$ cat src/rtl/muldiv_pkg.sv
// Shared types for the multi-cycle multiply/divide unit: op encoding, FSM states, op width.
package muldiv_pkg;

  localparam int OP_W = 3;

  typedef enum logic [OP_W-1:0] {
    OP_MULT  = 3'd0,
    OP_MULTU = 3'd1,
    OP_DIV   = 3'd2,
    OP_DIVU  = 3'd3,
    OP_MTHI  = 3'd4,
    OP_MTLO  = 3'd5,
    OP_RSV6  = 3'd6,
    OP_RSV7  = 3'd7
  } op_e;

  typedef enum logic [1:0] {
    S_IDLE,
    S_RUN,
    S_FIX,
    S_DONE
  } state_e;

endpackage

$ cat src/rtl/muldiv_step.sv
// One radix-2 iteration: shift-add multiply or (with MULDIV_DIV_EN) restoring divide.
// Purely combinational; the caller holds the accumulator pair and the operand.
import muldiv_pkg::*;

module muldiv_step #(
  parameter int WIDTH = 32
) (
`ifdef MULDIV_DIV_EN
  input  logic             div_mode,
`endif
  input  logic [WIDTH-1:0] acc_hi,
  input  logic [WIDTH-1:0] acc_lo,
  input  logic [WIDTH-1:0] opd,
  output logic [WIDTH-1:0] nxt_hi,
  output logic [WIDTH-1:0] nxt_lo
);

`ifdef MULDIV_DIV_EN
  logic [WIDTH+1:0] x, y, sum;
  logic             sub;

  // One shared adder: the extra top bit is the borrow that decides restore vs. keep.
  always_comb begin
    if (div_mode) begin
      x   = {1'b0, acc_hi, acc_lo[WIDTH-1]};
      y   = {2'b00, opd};
      sub = 1'b1;
    end else begin
      x   = {2'b00, acc_hi};
      y   = acc_lo[0] ? {2'b00, opd} : '0;
      sub = 1'b0;
    end
    sum = x + (sub ? ~y : y) + {{(WIDTH+1){1'b0}}, sub};
    if (div_mode) begin
      nxt_hi = sum[WIDTH+1] ? x[WIDTH-1:0] : sum[WIDTH-1:0];
      nxt_lo = {acc_lo[WIDTH-2:0], ~sum[WIDTH+1]};
    end else begin
      nxt_hi = sum[WIDTH:1];
      nxt_lo = {sum[0], acc_lo[WIDTH-1:1]};
    end
  end
`else
  logic [WIDTH:0] sum;

  always_comb begin
    sum    = {1'b0, acc_hi} + (acc_lo[0] ? {1'b0, opd} : '0);
    nxt_hi = sum[WIDTH:1];
    nxt_lo = {sum[0], acc_lo[WIDTH-1:1]};
  end
`endif

endmodule

$ cat src/rtl/muldiv_unit.sv
// Multi-cycle HI/LO multiply/divide unit with pipeline stall/flush handshake.
// Divide support is compiled in only when MULDIV_DIV_EN is defined.
import muldiv_pkg::*;

module muldiv_unit #(
  parameter int WIDTH = 32
) (
  input  logic             clk,
  input  logic             rst,
  input  logic             start,
  input  logic [OP_W-1:0]  op,
  input  logic [WIDTH-1:0] a,
  input  logic [WIDTH-1:0] b,
  input  logic             flush,
  output logic             busy,
  output logic             done,
  output logic             err,
  output logic [WIDTH-1:0] hi,
  output logic [WIDTH-1:0] lo
);

  localparam logic [WIDTH-1:0] CNT_LAST = WIDTH'(WIDTH - 1);

  state_e             state, state_nxt;
  op_e                op_i;
  logic [WIDTH-1:0]   cnt;
  logic               accept, err_nxt;
  logic               is_mul_op, is_div_op, is_signed_op, a_neg, b_neg;
  logic [WIDTH-1:0]   a_abs, b_abs;
  logic [WIDTH-1:0]   acc_hi, acc_lo, opd, step_hi, step_lo;
  logic               neg_lo;
  logic               wr_hi, wr_lo;
  logic [WIDTH-1:0]   hi_nxt, lo_nxt;
  logic [2*WIDTH-1:0] prod, prod_fix;
`ifdef MULDIV_DIV_EN
  logic               is_div, neg_hi, div0;
`endif

  assign op_i = op_e'(op);
  assign busy = (state == S_RUN) || (state == S_FIX);
  assign done = (state == S_DONE);

  always_comb begin
    is_mul_op    = (op_i == OP_MULT) || (op_i == OP_MULTU);
`ifdef MULDIV_DIV_EN
    is_div_op    = (op_i == OP_DIV) || (op_i == OP_DIVU);
`else
    is_div_op    = 1'b0;
`endif
    is_signed_op = (op_i == OP_MULT) || (op_i == OP_DIV);
    a_neg        = is_signed_op && a[WIDTH-1];
    b_neg        = is_signed_op && b[WIDTH-1];
    a_abs        = a_neg ? -a : a;
    b_abs        = b_neg ? -b : b;
  end

  // NOTE: every output of a combinational block gets a default first so no path infers a latch.
  always_comb begin
    state_nxt = state;
    err_nxt   = 1'b0;
    accept    = start && !flush && ((state == S_IDLE) || (state == S_DONE));
    if (flush) begin
      state_nxt = S_IDLE;
    end else begin
      case (state)
        S_IDLE, S_DONE: begin
          if (!start) begin
            state_nxt = S_IDLE;
          end else if (is_mul_op || is_div_op) begin
            state_nxt = S_RUN;
          end else begin
            state_nxt = S_DONE;
            err_nxt   = !((op_i == OP_MTHI) || (op_i == OP_MTLO));
          end
        end
        S_RUN:   if (cnt == CNT_LAST) state_nxt = S_FIX;
        S_FIX: begin
          state_nxt = S_DONE;
`ifdef MULDIV_DIV_EN
          err_nxt   = is_div && div0;
`endif
        end
        default: state_nxt = S_IDLE;
      endcase
    end
  end

  // Sign fix-up happens once, after the unsigned magnitude iterations finish.
  always_comb begin
    wr_hi    = accept && (op_i == OP_MTHI);
    wr_lo    = accept && (op_i == OP_MTLO);
    hi_nxt   = a;
    lo_nxt   = a;
    prod     = {acc_hi, acc_lo};
    prod_fix = neg_lo ? -prod : prod;
    if ((state == S_FIX) && !flush) begin
      wr_hi            = 1'b1;
      wr_lo            = 1'b1;
      {hi_nxt, lo_nxt} = prod_fix;
`ifdef MULDIV_DIV_EN
      if (is_div) begin
        hi_nxt = neg_hi ? -acc_hi : acc_hi;
        lo_nxt = div0 ? '1 : (neg_lo ? -acc_lo : acc_lo);
      end
`endif
    end
  end

  // NOTE: state registers use non-blocking assignments so every flop samples pre-edge values.
  always_ff @(posedge clk) begin
    if (rst) begin
      state <= S_IDLE;
      cnt   <= '0;
      err   <= 1'b0;
      hi    <= '0;
      lo    <= '0;
    end else begin
      state <= state_nxt;
      err   <= err_nxt;
      if (accept)              cnt <= '0;
      else if (state == S_RUN) cnt <= cnt + WIDTH'(1);
      if (wr_hi) hi <= hi_nxt;
      if (wr_lo) lo <= lo_nxt;
    end
  end

  // NOTE: the datapath is reloaded on every accept and is only observed after RUN,
  // so it carries no reset.
  always_ff @(posedge clk) begin
    if (accept) begin
      acc_hi <= '0;
      acc_lo <= is_div_op ? a_abs : b_abs;
      opd    <= is_div_op ? b_abs : a_abs;
      neg_lo <= a_neg ^ b_neg;
`ifdef MULDIV_DIV_EN
      is_div <= is_div_op;
      neg_hi <= a_neg;
      div0   <= (b == '0);
`endif
    end else if (state == S_RUN) begin
      acc_hi <= step_hi;
      acc_lo <= step_lo;
    end
  end

  muldiv_step #(.WIDTH(WIDTH)) u_step (
`ifdef MULDIV_DIV_EN
    .div_mode (is_div),
`endif
    .acc_hi   (acc_hi),
    .acc_lo   (acc_lo),
    .opd      (opd),
    .nxt_hi   (step_hi),
    .nxt_lo   (step_lo)
  );

endmodule

$ cat config.mk
export PLATFORM = sky130hd
export DESIGN_NAME = muldiv_unit
export DESIGN_NICKNAME = d
export VERILOG_FILES = /design/src/rtl/muldiv_pkg.sv /design/src/rtl/muldiv_step.sv /design/src/rtl/muldiv_unit.sv
export SDC_FILE = /design/constraint.sdc
export NUM_CORES = 1
export LEC_CHECK = 0
export BUFFER_PORTS_ARGS = -buffer_cell sky130_fd_sc_hd__buf_2
export CAP_MARGIN = 20
export CORE_MARGIN = 2
export CORE_UTILIZATION = 60
export DETAILED_ROUTE_END_ITERATION = 12
export PLACE_DENSITY = 0.81
export SLEW_MARGIN = 30
export SYNTH_ARGS = -nofsm -noshare
export SYNTH_HDL_FRONTEND = slang
export SYNTH_SLANG_ARGS = --single-unit
$ cat constraint.sdc
create_clock -name clk -period 9.52 [get_ports clk]
set_input_delay 0.476 -clock clk [delete_from_list [all_inputs] [get_ports clk]]
set_output_delay 0.476 -clock clk [all_outputs]
set_load 0.02 [all_outputs]
Word-level counts from Yosys, hierarchy flattened
Index checks and enable logic that the tools add are counted.
{"block": "op_classes", "n_addsub": 5, "mul": 0, "n_div": 0, "order_cmp": 0, "n_eq_ne": 9, "shifts": 0, "muxes": 14, "bitwise": 3, "reduce_logical": 21}
{"op": "$mux W32", "n": 7}
{"op": "$mux W64", "n": 1}
{"op": "$neg A32 Y32", "n": 2}
{"op": "$neg A64 Y64", "n": 1}
{"op": "$add A32 B33 Y33", "n": 1}
{"op": "$add A32 B1 Y32 const B", "n": 1}
{"op": "$eq A32 B5 Y1 const B", "n": 1}
{"op": "$logic_and A1 B1 Y1", "n": 7}
{"op": "$eq A3 B3 Y1 const B", "n": 2}
{"op": "$mux W2", "n": 3}
{"op": "$pmux W2 S3", "n": 1}
{"op": "$reduce_or A2 Y1", "n": 3}
{"op": "$logic_or A1 B1 Y1", "n": 5}
{"op": "$reduce_or A5 Y1", "n": 1}
{"op": "$eq A2 B2 Y1 const B", "n": 2}
{"op": "$eq A3 B1 Y1 const B", "n": 1}
{"op": "$eq A3 B2 Y1 const B", "n": 1}
{"op": "$logic_not A3 Y1", "n": 1}
{"op": "$eq A2 B1 Y1 const B", "n": 1}
{"op": "$logic_not A1 Y1", "n": 2}
{"op": "$logic_not A2 Y1", "n": 1}
{"op": "$mux W1", "n": 2}
{"op": "$ne A2 B1 Y1 const B", "n": 1}
{"op": "$not A1 Y1", "n": 2}
{"op": "2 further kinds", "n": 2}
{"block": "totals", "register_bits": 196, "latch_bits": 0, "ramBits": 0, "mem_bits_ro": 0, "out_inout_bits": 67, "wordCells": 61, "n_memories": 0}

Depth between registers and ports, before layout
Gate-level depths: netlist (run 1).
{"block": "depth", "depth_word": 5, "ltp_mapped": 12, "mapped_depth_nobuf": 10}

By module
A second synthesis (run 1) with hierarchy kept.
{"block": "hier_totals", "hier_cells": 1413, "hier_area_um2": 12679.7}
{"mod": "muldiv_unit", "n_inst": 1, "cells_per_inst": 1117, "area_each_um2": 10538.9, "seq_area_each_um2": 4574.4}
{"mod": "muldiv_step", "n_inst": 1, "cells_per_inst": 296, "area_each_um2": 2140.8, "seq_area_each_um2": 0.0}

Worst setup path after synthesis (run 1)
OpenSTA, ideal clock, no wires.
{"block": "synth_timing", "path_type": "reg2reg", "startpoint": "reg acc_lo[0]", "endpoint": "reg acc_hi[27]", "setup_ns": 0.122, "t_arrival_ns": 3.072, "required_ns": 9.398, "setup_slack_ns": 6.327, "path_stages_with_launch": 13, "n_path_buf": 2, "cell_sequence": "edfxtp_1 -> clkbuf_1 -> clkbuf_1 -> and2_1 -> ha_1 -> fa_1 -> a21o_1 -> a221oi_1 -> o21a_1 -> o21ai_1 -> a41oi_1 -> o21ai_0 -> a221o_1"}
{"block": "synth_via", "elab_chain_cells": 2}
{"item": "start: declaration", "line": "muldiv_unit.sv:30", "source": "logic [WIDTH-1:0] acc_hi, acc_lo, opd, step_hi, step_lo;"}
{"item": "start signal: assignment", "line": "muldiv_unit.sv:132", "source": "acc_lo <= is_div_op ? a_abs : b_abs;"}
{"item": "start signal: assignment", "line": "muldiv_unit.sv:142", "source": "acc_lo <= step_lo;"}
{"item": "$mux W32", "line": "muldiv_step.sv:46", "source": "sum = {1'b0, acc_hi} + (acc_lo[0] ? {1'b0, opd} : '0);"}
{"item": "$add A32 B33 Y33", "line": "muldiv_step.sv:46"}
{"item": "end signal: assignment", "line": "muldiv_unit.sv:141", "source": "acc_hi <= step_hi;"}
{"item": "end: declaration", "line": "muldiv_unit.sv:30"}
Every way passes these cells.
A chain may end at the register's enable or synchronous reset.

Worst setup path in the final report (run 1)
Same ends and word-level chain as after synthesis.

==> flow_summary.rst, run 1 <==
.. list-table::
   :header-rows: 1

   * - Metric
     - Value
   * - Met2 GRT Util
     - 0.501
   * - Kind of path behind the tightest hold check
     - input port to flop
   * - Floorplan row count
     - 52
   * - CP max-delay cell
     - edfxtp_1
   * - Total overflow reported by the global router
     - 0
   * - Total I/O pin count
     - 138
   * - CP max stage delay
     - 0.64 ns
   * - Maximum number of pins on one net before global-route repair
     - 77
   * - Final hold violation count
     - 0
   * - Number of synthesized flops with an enable pin
     - 65
   * - Drt wl/cell
     - 19.0 µm
   * - Xor-xnor portion of the synthesized cell area
     - 0.120
   * - Maximum level of the CTS H-tree
     - 4
   * - Net Sw Frac
     - 0.334
   * - Length of the first detailed-routing pass in iterations
     - 6
   * - Routed vias/inst
     - 6.25
   * - End of the worst register-to-register path
     - acc_hi[27]
   * - Number of cells on the critical path
     - 11
   * - Synth async-reset ratio
     - 0
   * - Internal power summed over all cells
     - 1.51 mW
   * - Synthesized area per cell
     - 8.86 µm²
   * - Total net switching power
     - 0.758 mW
   * - Count of buffer and inverter cells on the critical path
     - 1
   * - Total wire length after detailed routing
     - 33.5 mm
   * - Total Die Area
     - 21600 µm²
   * - Clock tree from TritonCTS
     - yes
   * - GRT busiest layer
     - met2
   * - Inserted Clock Buffers
     - 17
   * - Type of the worst setup path
     - flop to flop
   * - R2R Path Start
     - acc_lo[0]
   * - Total clock sinks
     - 196
   * - Last weighted congestion value of the routability-driven placer
     - 0.918
   * - Synth cell types
     - 72
   * - Global router's overall resource usage
     - 0.307
   * - Max cap viols
     - 0
   * - Final clock period utilization by the worst path
     - 0.408
   * - Register area share after synthesis
     - 0.372
   * - Highest-count cells in the layout ignoring fill and taps
     - buf_2 (137), nor2_1 (133), dfxtp_1 (131), nand2_1 (103), o21ai_0 (103)
   * - Clock root buffer master
     - clkbuf_16
   * - Share of total power in the clock network
     - 0.339
   * - Synth Area in Simple Gates
     - 0.193
   * - Global-route wire length before repair
     - 53.2 mm
   * - Main combinational cell family by area after synthesis
     - simple AND/OR/NAND/NOR gates
   * - Synthesized-area fraction occupied by ao, oa, aoi and oai cells
     - 0.184
   * - Non-Filler Instances
     - 1763
   * - Power density over cell area
     - 165 nW/µm²
   * - Shortest clock period the worst path allows after layout
     - 3.89 ns
   * - Iteration-0 DRC Markers
     - 894
   * - Overall power consumption
     - 2.27 mW
   * - Maximum fanout along the worst path
     - 22
   * - Combinational power share
     - 0.218
   * - Count of nets after finishing
     - 1591
   * - Half-perimeter wire length of the detailed placement result
     - 24.0 mm
   * - Post-CTS Hold Fix Bufs
     - 0
   * - Prevailing post-synth register cell
     - dfxtp_1
   * - Placed Instances
     - 1730
   * - Max frequency
     - 0.257 GHz
   * - Fin Setup TNS
     - 0 ns
   * - Maximum number of buffers from clock root to sink
     - 2
   * - Post-Synthesis Net Count
     - 1499
   * - Fillcell total
     - 1595
   * - End-of-flow core utilization
     - 0.683
   * - Data arrival time of the critical path
     - 4.23 ns
   * - Count of vias placed by the detailed router
     - 11019
   * - Number of cell instances on the worst register-to-register path
     - 11
   * - Pre-CTS setup slack
     - 5.71 ns
   * - Most common library cell in the layout ignoring fill and taps
     - buf_2
   * - Cells resized by post-CTS repair
     - 0
   * - Pleak
     - 5.56 nW
   * - Antenna viol nets, final
     - 0
   * - Largest voltage drop on the vdd net
     - 0.138 mV
   * - Critical Path Start Type
     - flop
   * - Family of cells with the greatest summed delay on the critical path
     - compound AO/OA/AOI/OAI gates
   * - Worst Max-Slew Pin Slew
     - 0.913 ns
   * - Placeable core area
     - 20200 µm²
   * - Status
     - complete, no violations
   * - Launch point of the worst path
     - acc_lo[0]
   * - IO Port Bufs
     - 137
   * - Vias in the first global route
     - 10478
   * - Relative slew slack
     - 0.386
   * - Category of the worst setup path capture point
     - flop
   * - Clock-pin transition on the worst setup and hold timing paths
     - 0.09 ns
   * - Ordered cell list for the critical path
     - buf_8 -> and2_1 -> ha_1 -> fa_1 -> a21o_1 -> a221oi_1 -> o21a_1 -> o21ai_1 -> a41oi_1 -> o21ai_0 -> a221o_1
   * - Ratio of cells with drive above 1 in the final layout
     - 0.143
   * - Number of diodes
     - 0
   * - Starting density of the core
     - 0.609
   * - Met3 GRT Util
     - 0.0416
   * - Endpoint of the most critical setup path
     - acc_hi[27]
   * - Clk Latency, worst-skew pair
     - 0.45 ns
   * - GR Util met1
     - 0.415
   * - Chip width
     - 147 µm
   * - Netlist area before placement
     - 12300 µm²
   * - Worst Skew
     - 0.0156 ns
   * - Mapped Cells
     - 1388
   * - Vertical extent of the die
     - 147 µm
   * - Reg2Reg Setup Slack
     - 5.63 ns
   * - Setup repair after global routing missed its margin
     - false
   * - Fin worst setup slack
     - 5.63 ns
   * - Antenna violations before repair
     - 0
   * - Slew Limit Fails
     - 0
   * - Multiplexer share of the synthesized area
     - 0.0588
   * - Data required time at the worst endpoint
     - 9.87 ns
   * - Flip-flop and latch count after synthesis
     - 196
   * - Syn. warnings
     - 0
   * - Buffer count from post-CTS setup fixing
     - 0
   * - Area growth from synthesis to layout
     - 12.0%
   * - Proportion of power drawn by flip-flops and latches
     - 0.443
   * - Number of setup violations in the final report
     - 0
   * - DRC
     - 0
   * - Adder and majority gate portion of the synthesized area
     - 0.0413
-- cells in the mapped netlist (19+ instances only) --
cell	count	area, µm²
a211oi_1	46	345
a21oi_1	68	340
and2_1	41	257
clkbuf_1	61	229
dfxtp_1	131	2620
edfxtp_1	65	1950
ha_1	39	488
inv_1	25	93.8
mux2i_1	70	701
nand2_1	103	387
nand2b_1	19	119
nand4_1	19	119
nor2_1	133	499
o21ai_0	103	515
o22ai_1	25	156
o31ai_1	27	203
or3_1	21	131
xnor2_1	90	788
xor2_1	78	683
-- through the flow --
stage                     instance area [µm²]  hold WS, ns
after floorplan                         12300        0.458
after global placement                  13100        0.474
after detailed placement                13100        0.496
after CTS                               13800        0.258
after global routing                    13800        0.282
final                                   13800        0.264
-- routing by layer --
metal / share of wire / routed length, µm
met5: 0 / 0
met4: 0.029 / 956
met3: 0.070 / 2360
met2: 0.47 / 15900
met1: 0.43 / 14300
-- state kept, by name, indices dropped and copies added (netlist names) --
name and count:
err 1, neg_lo 1, acc_lo 32, opd 32, acc_hi 32, cnt 32, hi 32, lo 32
state 2
-- kinds of logic after synthesis --
kind of cell / count (synthesis)
flops: 196
xor+xnor: 168
compound gates: 353
simple gates: 460
mux: 72
buf+inv: 99
fa+ha+maj: 40
-- final cells by class --
class	count	area (µm²)	share of cell area
clock buffers	17	425	0.0309
clock inverters	15	208	0.0151
inverters	25	93.8	0.00682
multi-input cells	1093	7360	0.535
flip-flops and latches	196	4570	0.332
well taps	270	338	0.0245
repair buffers	147	768	0.0558
-- worst min-delay path by stage --
stage / start / to / slack [ns] / cells past startpoint
final: flush / state[1] / 0.26 / 2
after global routing: flush / err / 0.28 / 2
after CTS: flush / state[1] / 0.26 / 2
after detailed placement: cnt[26] / cnt[26] / 0.50 / 2
after global placement: cnt[31] / cnt[31] / 0.47 / 2
after floorplan: cnt[31] / cnt[31] / 0.46 / 2
-- power groups by stage --
stage,combinational (mW),clock (mW),sequential (mW)
2_1_floorplan,0.333,0,1.01
4_1_cts,0.485,0.770,1.00
5_1_grt,0.539,0.804,1.01
3_3_place_gp,0.471,0,1.02
6_report,0.495,0.770,1.00
3_5_place_dp,0.479,0,1.02
Note: power is estimated with default switching activity, not from simulation.
==> inputs of run 2 (changes only) <==
Clock period 9.52 ns to 3.8 ns, I/O delays scaled along.
==> run 2 against run 1 <==
Clock skew fell by 0.0030 ns. Power increased by 150%. Worst hold slack got worse by 0.24 ns. Critical path type unchanged. Critical endpoint unchanged. Highest routed layer unchanged.
==> flow_summary.rst, run 2 (synthesized netlist as in run 1, its figures left out) <==
.. list-table::
   :header-rows: 1

   * - Metric
     - Value
   * - Placeable core area
     - 20200 µm² (unchanged)
   * - Number of setup violations in the final report
     - 0 (unchanged)
   * - Net Sw Frac
     - 0.332 (was 0.334)
   * - Starting density of the core
     - 0.609 (unchanged)
   * - Antenna violations before repair
     - 0 (unchanged)
   * - Inserted Clock Buffers
     - 17 (unchanged)
   * - Total net switching power
     - 1.86 mW (was 0.758 mW)
   * - Chip width
     - 147 µm (unchanged)
   * - Buffer count from post-CTS setup fixing
     - 0 (unchanged)
   * - Max cap viols
     - 0 (unchanged)
   * - Proportion of power drawn by flip-flops and latches
     - 0.447 (was 0.443)
   * - Kind of path behind the tightest hold check
     - input port to flop (unchanged)
   * - Total overflow reported by the global router
     - 0 (unchanged)
   * - Cells resized by post-CTS repair
     - 0 (unchanged)
   * - Status
     - complete, no violations (unchanged)
   * - Highest-count cells in the layout ignoring fill and taps
     - buf_2 (137), nor2_1 (133), dfxtp_1 (131), nand2_1 (103), o21ai_0 (103) (unchanged)
   * - Combinational power share
     - 0.224 (was 0.218)
   * - Shortest clock period the worst path allows after layout
     - 3.50 ns (was 3.89 ns)
   * - Count of nets after finishing
     - 1600 (was 1591)
   * - Vertical extent of the die
     - 147 µm (unchanged)
   * - Most common library cell in the layout ignoring fill and taps
     - buf_2 (unchanged)
   * - Half-perimeter wire length of the detailed placement result
     - 24.5 mm (was 24.0 mm)
   * - Fin Setup TNS
     - 0 ns (unchanged)
   * - Final clock period utilization by the worst path
     - 0.920 (was 0.408)
   * - Internal power summed over all cells
     - 3.75 mW (was 1.51 mW)
   * - Number of diodes
     - 0 (unchanged)
   * - Pleak
     - 5.59 nW (was 5.56 nW)
   * - Critical Path Start Type
     - flop (unchanged)
   * - Data required time at the worst endpoint
     - 4.14 ns (was 9.87 ns)
   * - Overall power consumption
     - 5.62 mW (was 2.27 mW)
   * - Floorplan row count
     - 52 (unchanged)
   * - Maximum fanout along the worst path
     - 30 (was 22)
   * - Count of vias placed by the detailed router
     - 11023 (was 11019)
   * - Antenna viol nets, final
     - 0 (unchanged)
   * - Drt wl/cell
     - 19.0 µm (about the same)
   * - Share of total power in the clock network
     - 0.330 (was 0.339)
   * - Total Die Area
     - 21600 µm² (unchanged)
   * - Setup repair after global routing missed its margin
     - false (unchanged)
   * - Data arrival time of the critical path
     - 3.83 ns (was 4.23 ns)
   * - Max frequency
     - 0.286 GHz (was 0.257 GHz)
   * - Maximum number of buffers from clock root to sink
     - 2 (unchanged)
   * - Largest voltage drop on the vdd net
     - 0.297 mV (was 0.138 mV)
   * - Global router's overall resource usage
     - 0.308 (was 0.307)
   * - Total clock sinks
     - 196 (unchanged)
   * - Clock tree from TritonCTS
     - yes (unchanged)
   * - Last weighted congestion value of the routability-driven placer
     - 0.921 (was 0.918)
   * - Maximum number of pins on one net before global-route repair
     - 67 (was 77)
   * - Post-DP Area
     - 13200 µm² (was 13100 µm²)
   * - Total I/O pin count
     - 138 (unchanged)
   * - DRC
     - 0 (unchanged)
   * - IO Port Bufs
     - 137 (unchanged)
   * - Global-route wire length before repair
     - 53.6 mm (was 53.2 mm)
   * - Clock-pin transition on the worst setup and hold timing paths
     - 0.08 ns (was 0.09 ns)
   * - Iteration-0 DRC Markers
     - 1055 (was 894)
   * - Final hold violation count
     - 0 (unchanged)
   * - Worst Max-Slew Pin Slew
     - 0.831 ns (was 0.913 ns)
   * - Power density over cell area
     - 407 nW/µm² (was 165 nW/µm²)
   * - Slew Limit Fails
     - 0 (unchanged)
   * - Vias in the first global route
     - 10432 (was 10478)
   * - Final design area excluding fillers
     - 13800 µm² (about the same)
   * - Type of the worst setup path
     - flop to flop (unchanged)
   * - Category of the worst setup path capture point
     - flop (unchanged)
   * - Clk Latency, worst-skew pair
     - 0.45 ns (about the same)
   * - Routed vias/inst
     - 6.22 (was 6.25)
   * - Clock root buffer master
     - clkbuf_16 (unchanged)
   * - Worst Skew
     - 0.0125 ns (was 0.0156 ns)
   * - Post-CTS Hold Fix Bufs
     - 1 (was 0)
   * - Area growth from synthesis to layout
     - 12.2% (was 12.0%)
   * - Length of the first detailed-routing pass in iterations
     - 5 (was 6)
   * - Pre-CTS setup slack
     - 0.390 ns (was 5.71 ns)
   * - Fin worst setup slack
     - 0.303 ns (was 5.63 ns)
   * - Maximum level of the CTS H-tree
     - 4 (unchanged)
   * - Ratio of cells with drive above 1 in the final layout
     - 0.146 (was 0.143)
   * - Relative slew slack
     - 0.446 (was 0.386)
   * - Total wire length after detailed routing
     - 33.6 mm (was 33.5 mm)
run 2: worst max-delay path, cell delays in order, from the launching register on:
cell and delay [ns]:
edfxtp_1 0.51, buf_4 0.28, and2_1 0.17, ha_1 0.39, and3_1 0.23, a221oi_1 0.48, o21a_1 0.29, o21ai_1 0.14
a41oi_1 0.44, o21ai_0 0.13, a221o_1 0.32
run 2: layout make-up:
class | instances | area [µm²]
flip-flops and latches | 196 | 4570
clock buffers | 19 | 454
well taps | 270 | 338
inverters | 25 | 93.8
multi-input cells | 1093 | 7360
repair buffers | 156 | 831
fillers | 1649 | 6370
clock inverters | 13 | 149
run 2: final timing paths:
kind              cells past startpoint      start    endpoint  slack [ns]
setup / recovery                     10  acc_lo[0]  acc_hi[27]        0.30
hold / removal                        1       a[0]      opd[0]        0.03
setup reg to reg                     10  acc_lo[0]  acc_hi[27]        0.30
hold reg to reg                       2    cnt[31]     cnt[31]        0.50
run 2: power groups by stage:
stage          clock, mW  combinational, mW  sequential (mW)
5_1_grt             1.94               1.37             2.53
3_5_place_dp           0               1.23             2.55
3_3_place_gp           0               1.21             2.54
4_1_cts             1.86               1.24             2.50
2_1_floorplan          0              0.834             2.54
6_report            1.85               1.26             2.51
run 2: per-stage QoR:
step | hold WS, ns | util | cells
6_report | 0.0269 | 0.684 | 1772
5_1_grt | 0.00967 | 0.684 | 1772
4_1_cts | 0.00987 | 0.684 | 1772
3_5_place_dp | 0.448 | 0.654 | 1739
3_3_place_gp | 0.446 | 0.654 | 1739
2_1_floorplan | 0.266 | - | 1388
run 2: routing by layer:
layer / GRT usage / wire length, µm / vias up
met1: 0.420 / 14600 / 5255
met4: 0.0837 / 642 / 0
li1: - / - / 5256
met5: 0 / 0 / -
met2: 0.511 / 15900 / 454
met3: 0.0488 / 2480 / 58
==> inputs of run 3 (changes only) <==
Settings changed: CORE_ASPECT_RATIO set to 1.2.
==> run 3 against run 2 <==
Sequential power is essentially flat. Highest routed layer unchanged. Worst setup slack gained 0.15 ns. Largest cell class unchanged. Final cell count is the same. Global-route usage grew 0.57 points. Sequential share of layout area shrank 0.17 points. Clock power grew 4%. Die area is essentially flat. Count of clock-buffer cells in the layout shrank 2.
==> flow_summary.rst, run 3 (synthesized netlist as in run 1, its figures left out) <==
.. list-table::
   :header-rows: 1

   * - Metric
     - Value
   * - Met2 routed WL
     - 16.4 mm (was 15.9 mm)
   * - Antenna violations before repair
     - 0 (unchanged)
   * - Share of total power in the clock network
     - 0.337 (was 0.330)
   * - Non-Filler Instances
     - 1772 (unchanged)
   * - Count of nets after finishing
     - 1605 (was 1600)
   * - Ordered cell list for the critical path
     - and2_1 -> ha_1 -> fa_1 -> a21o_1 -> a221oi_1 -> o21a_1 -> o21ai_1 -> a41oi_1 -> o21ai_0 -> a221o_1 (was buf_4 -> and2_1 -> ha_1 -> and3_1 -> a221oi_1 -> o21a_1 -> o21ai_1 -> a41oi_1 -> o21ai_0 -> a221o_1)
   * - Fin worst setup slack
     - 0.451 ns (was 0.303 ns)
   * - Clock-pin transition on the worst setup and hold timing paths
     - 0.08 ns (about the same)
   * - Total net switching power
     - 1.89 mW (was 1.86 mW)
   * - Maximum number of pins on one net before global-route repair
     - 72 (was 67)
   * - Chip width
     - 135 µm (was 147 µm)
   * - Global-route wire length before repair
     - 53.7 mm (was 53.6 mm)
   * - Placeable core area
     - 20200 µm² (about the same)
   * - Floorplan row count
     - 57 (was 52)
   * - Count of vias placed by the detailed router
     - 10937 (was 11023)
   * - Clk Latency, worst-skew pair
     - 0.44 ns (was 0.45 ns)
   * - Iteration-0 DRC Markers
     - 938 (was 1055)
   * - Number of cell instances on the worst register-to-register path
     - 10 (unchanged)
   * - Hold Startpoint
     - a[0] (unchanged)
   * - Ratio of cells with drive above 1 in the final layout
     - 0.150 (was 0.146)
   * - Number of setup violations in the final report
     - 0 (unchanged)
   * - Maximum level of the CTS H-tree
     - 4 (unchanged)
   * - Total I/O pin count
     - 138 (unchanged)
   * - Area growth from synthesis to layout
     - 12.8% (was 12.2%)
   * - R2R Path Start
     - acc_lo[0] (unchanged)
   * - DRC
     - 0 (unchanged)
   * - Power density over cell area
     - 410 nW/µm² (was 407 nW/µm²)
   * - Most common library cell in the layout ignoring fill and taps
     - buf_2 (unchanged)
   * - Max cap viols
     - 0 (unchanged)
   * - Vertical extent of the die
     - 161 µm (was 147 µm)
   * - Vias in the first global route
     - 10456 (was 10432)
   * - CP max-delay cell
     - edfxtp_1 (unchanged)
   * - Starting density of the core
     - 0.609 (about the same)
   * - Final design area excluding fillers
     - 13900 µm² (was 13800 µm²)
   * - Shortest clock period the worst path allows after layout
     - 3.35 ns (was 3.50 ns)
   * - Net Sw Frac
     - 0.333 (was 0.332)
   * - Top routing layer used
     - met4 (unchanged)
   * - Max frequency
     - 0.299 GHz (was 0.286 GHz)
   * - Routed vias/inst
     - 6.17 (was 6.22)
   * - IO Port Bufs
     - 137 (unchanged)
   * - Proportion of power drawn by flip-flops and latches
     - 0.442 (was 0.447)
   * - Type of the worst setup path
     - flop to flop (unchanged)
   * - Internal power summed over all cells
     - 3.79 mW (was 3.75 mW)
   * - Combinational power share
     - 0.221 (was 0.224)
   * - Length of the first detailed-routing pass in iterations
     - 7 (was 5)
   * - Critical Path Start Type
     - flop (unchanged)
   * - Overall power consumption
     - 5.69 mW (was 5.62 mW)
   * - Maximum number of buffers from clock root to sink
     - 2 (unchanged)
   * - Highest-count cells in the layout ignoring fill and taps
     - buf_2 (137), nor2_1 (133), dfxtp_1 (131), nand2_1 (103), o21ai_0 (103) (unchanged)
   * - Data arrival time of the critical path
     - 3.69 ns (was 3.83 ns)
   * - Worst Skew
     - 0.0104 ns (was 0.0125 ns)
   * - Data required time at the worst endpoint
     - 4.14 ns (about the same)
   * - WL met3
     - 2.01 mm (was 2.48 mm)
   * - Global router's overall resource usage
     - 0.314 (was 0.308)
   * - Placed Instances
     - 1739 (unchanged)
   * - Pleak
     - 5.63 nW (was 5.59 nW)
   * - Category of the worst setup path capture point
     - flop (unchanged)
   * - Slew Limit Fails
     - 0 (unchanged)
   * - Pre-CTS setup slack
     - 0.531 ns (was 0.390 ns)
   * - Post-DP Area
     - 13200 µm² (about the same)
   * - Clock root buffer master
     - clkbuf_16 (unchanged)
   * - Half-perimeter wire length of the detailed placement result
     - 24.8 mm (was 24.5 mm)
   * - Largest voltage drop on the vdd net
     - 0.330 mV (was 0.297 mV)
   * - Number of diodes
     - 0 (unchanged)
   * - Status
     - complete, no violations (unchanged)
   * - Relative slew slack
     - 0.391 (was 0.446)
   * - Area used by multi-input combinational logic
     - 7360 µm² (about the same)
   * - Final clock period utilization by the worst path
     - 0.881 (was 0.920)
   * - End of the worst register-to-register path
     - acc_hi[27] (unchanged)
   * - Last weighted congestion value of the routability-driven placer
     - 0.944 (was 0.921)
   * - M1 wire length
     - 14.0 mm (was 14.6 mm)
   * - Count of buffer and inverter cells on the critical path
     - 0 (was 1)
   * - Clock tree from TritonCTS
     - yes (unchanged)
   * - Kind of path behind the tightest hold check
     - input port to flop (unchanged)
   * - CP max stage delay
     - 0.48 ns (was 0.51 ns)
   * - Fin Setup TNS
     - 0 ns (unchanged)
   * - Drt wl/cell
     - 19.1 µm (was 19.0 µm)
   * - Inserted Clock Buffers
     - 17 (unchanged)
   * - Antenna viol nets, final
     - 0 (unchanged)
   * - Worst Max-Slew Pin Slew
     - 0.913 ns (was 0.831 ns)
   * - Total clock sinks
     - 196 (unchanged)
   * - Hold path endpoint
     - opd[0] (unchanged)
   * - Total Die Area
     - 21700 µm² (was 21600 µm²)
   * - Reg2Reg Setup Slack
     - 0.45 ns (was 0.30 ns)
   * - Total wire length after detailed routing
     - 33.9 mm (was 33.6 mm)
   * - Register area
     - 4570 µm² (unchanged)
   * - Worst Hold Path Cells
     - 1 (unchanged)
   * - Family of cells with the greatest summed delay on the critical path
     - compound AO/OA/AOI/OAI gates (unchanged)
   * - Total overflow reported by the global router
     - 0 (unchanged)
   * - Setup repair after global routing missed its margin
     - false (unchanged)
   * - Final hold violation count
     - 0 (unchanged)
   * - Maximum fanout along the worst path
     - 7 (was 30)
   * - Fillcell total
     - 1618 (was 1649)
## run 3: power groups by stage
stage / Sequential, mW / Combinational, mW / Clock (mW)
finish: 2.51 / 1.26 / 1.92
floorplan: 2.54 / 0.834 / 0
global route: 2.53 / 1.37 / 2.01
global placement: 2.55 / 1.20 / 0
detailed placement: 2.55 / 1.23 / 0
CTS: 2.51 / 1.24 / 1.92
## run 3: what timing repair did
item	in CTS	in global routing
endpoints found under the hold margin	3	0
hold buffers	1	0
setup buffers	0	0
setup endpoints to repair	0	0
resized for setup	0	0
## run 3: how the worst max path moves through the flow
stage,startpoint,to,cells after the start
3_3_place_gp,acc_lo[0],acc_hi[27],10
3_5_place_dp,acc_lo[0],acc_hi[27],10
6_report,acc_lo[0],acc_hi[27],10
5_1_grt,acc_lo[0],acc_hi[27],10
2_1_floorplan,acc_lo[0],acc_hi[27],12
4_1_cts,acc_lo[0],acc_hi[27],10
## run 3: through the flow
step	util	hold WS (ns)
2_1_floorplan	-	0.266
3_3_place_gp	0.654	0.439
3_5_place_dp	0.655	0.432
4_1_cts	0.687	0.00573
5_1_grt	0.687	0.00166
6_report	0.687	0.0133
## run 3: final cells by class
class,instances,share of cell area
Multi-Input combinational cell,1093,0.531
Sequential cell,196,0.330
Timing Repair Buffer,161,0.0632
Clock buffer,17,0.0307
Tap cell,265,0.0239
Clock inverter,15,0.0150
Inverter,25,0.00677
## run 3: per-layer routing
layer  GRT usage  vias to the layer above
met4       0.155                        0
met2       0.524                      398
li1            -                     5268
met3      0.0530                       94
met5           0                        -
met1       0.390                     5177
## run 3: worst reg2reg max path, stage by stage, from the launching register on
cell	delay, ns
edfxtp_1	0.48
and2_1	0.20
ha_1	0.23
fa_1	0.42
a21o_1	0.22
a221oi_1	0.34
o21a_1	0.27
o21ai_1	0.15
a41oi_1	0.46
o21ai_0	0.15
a221o_1	0.33
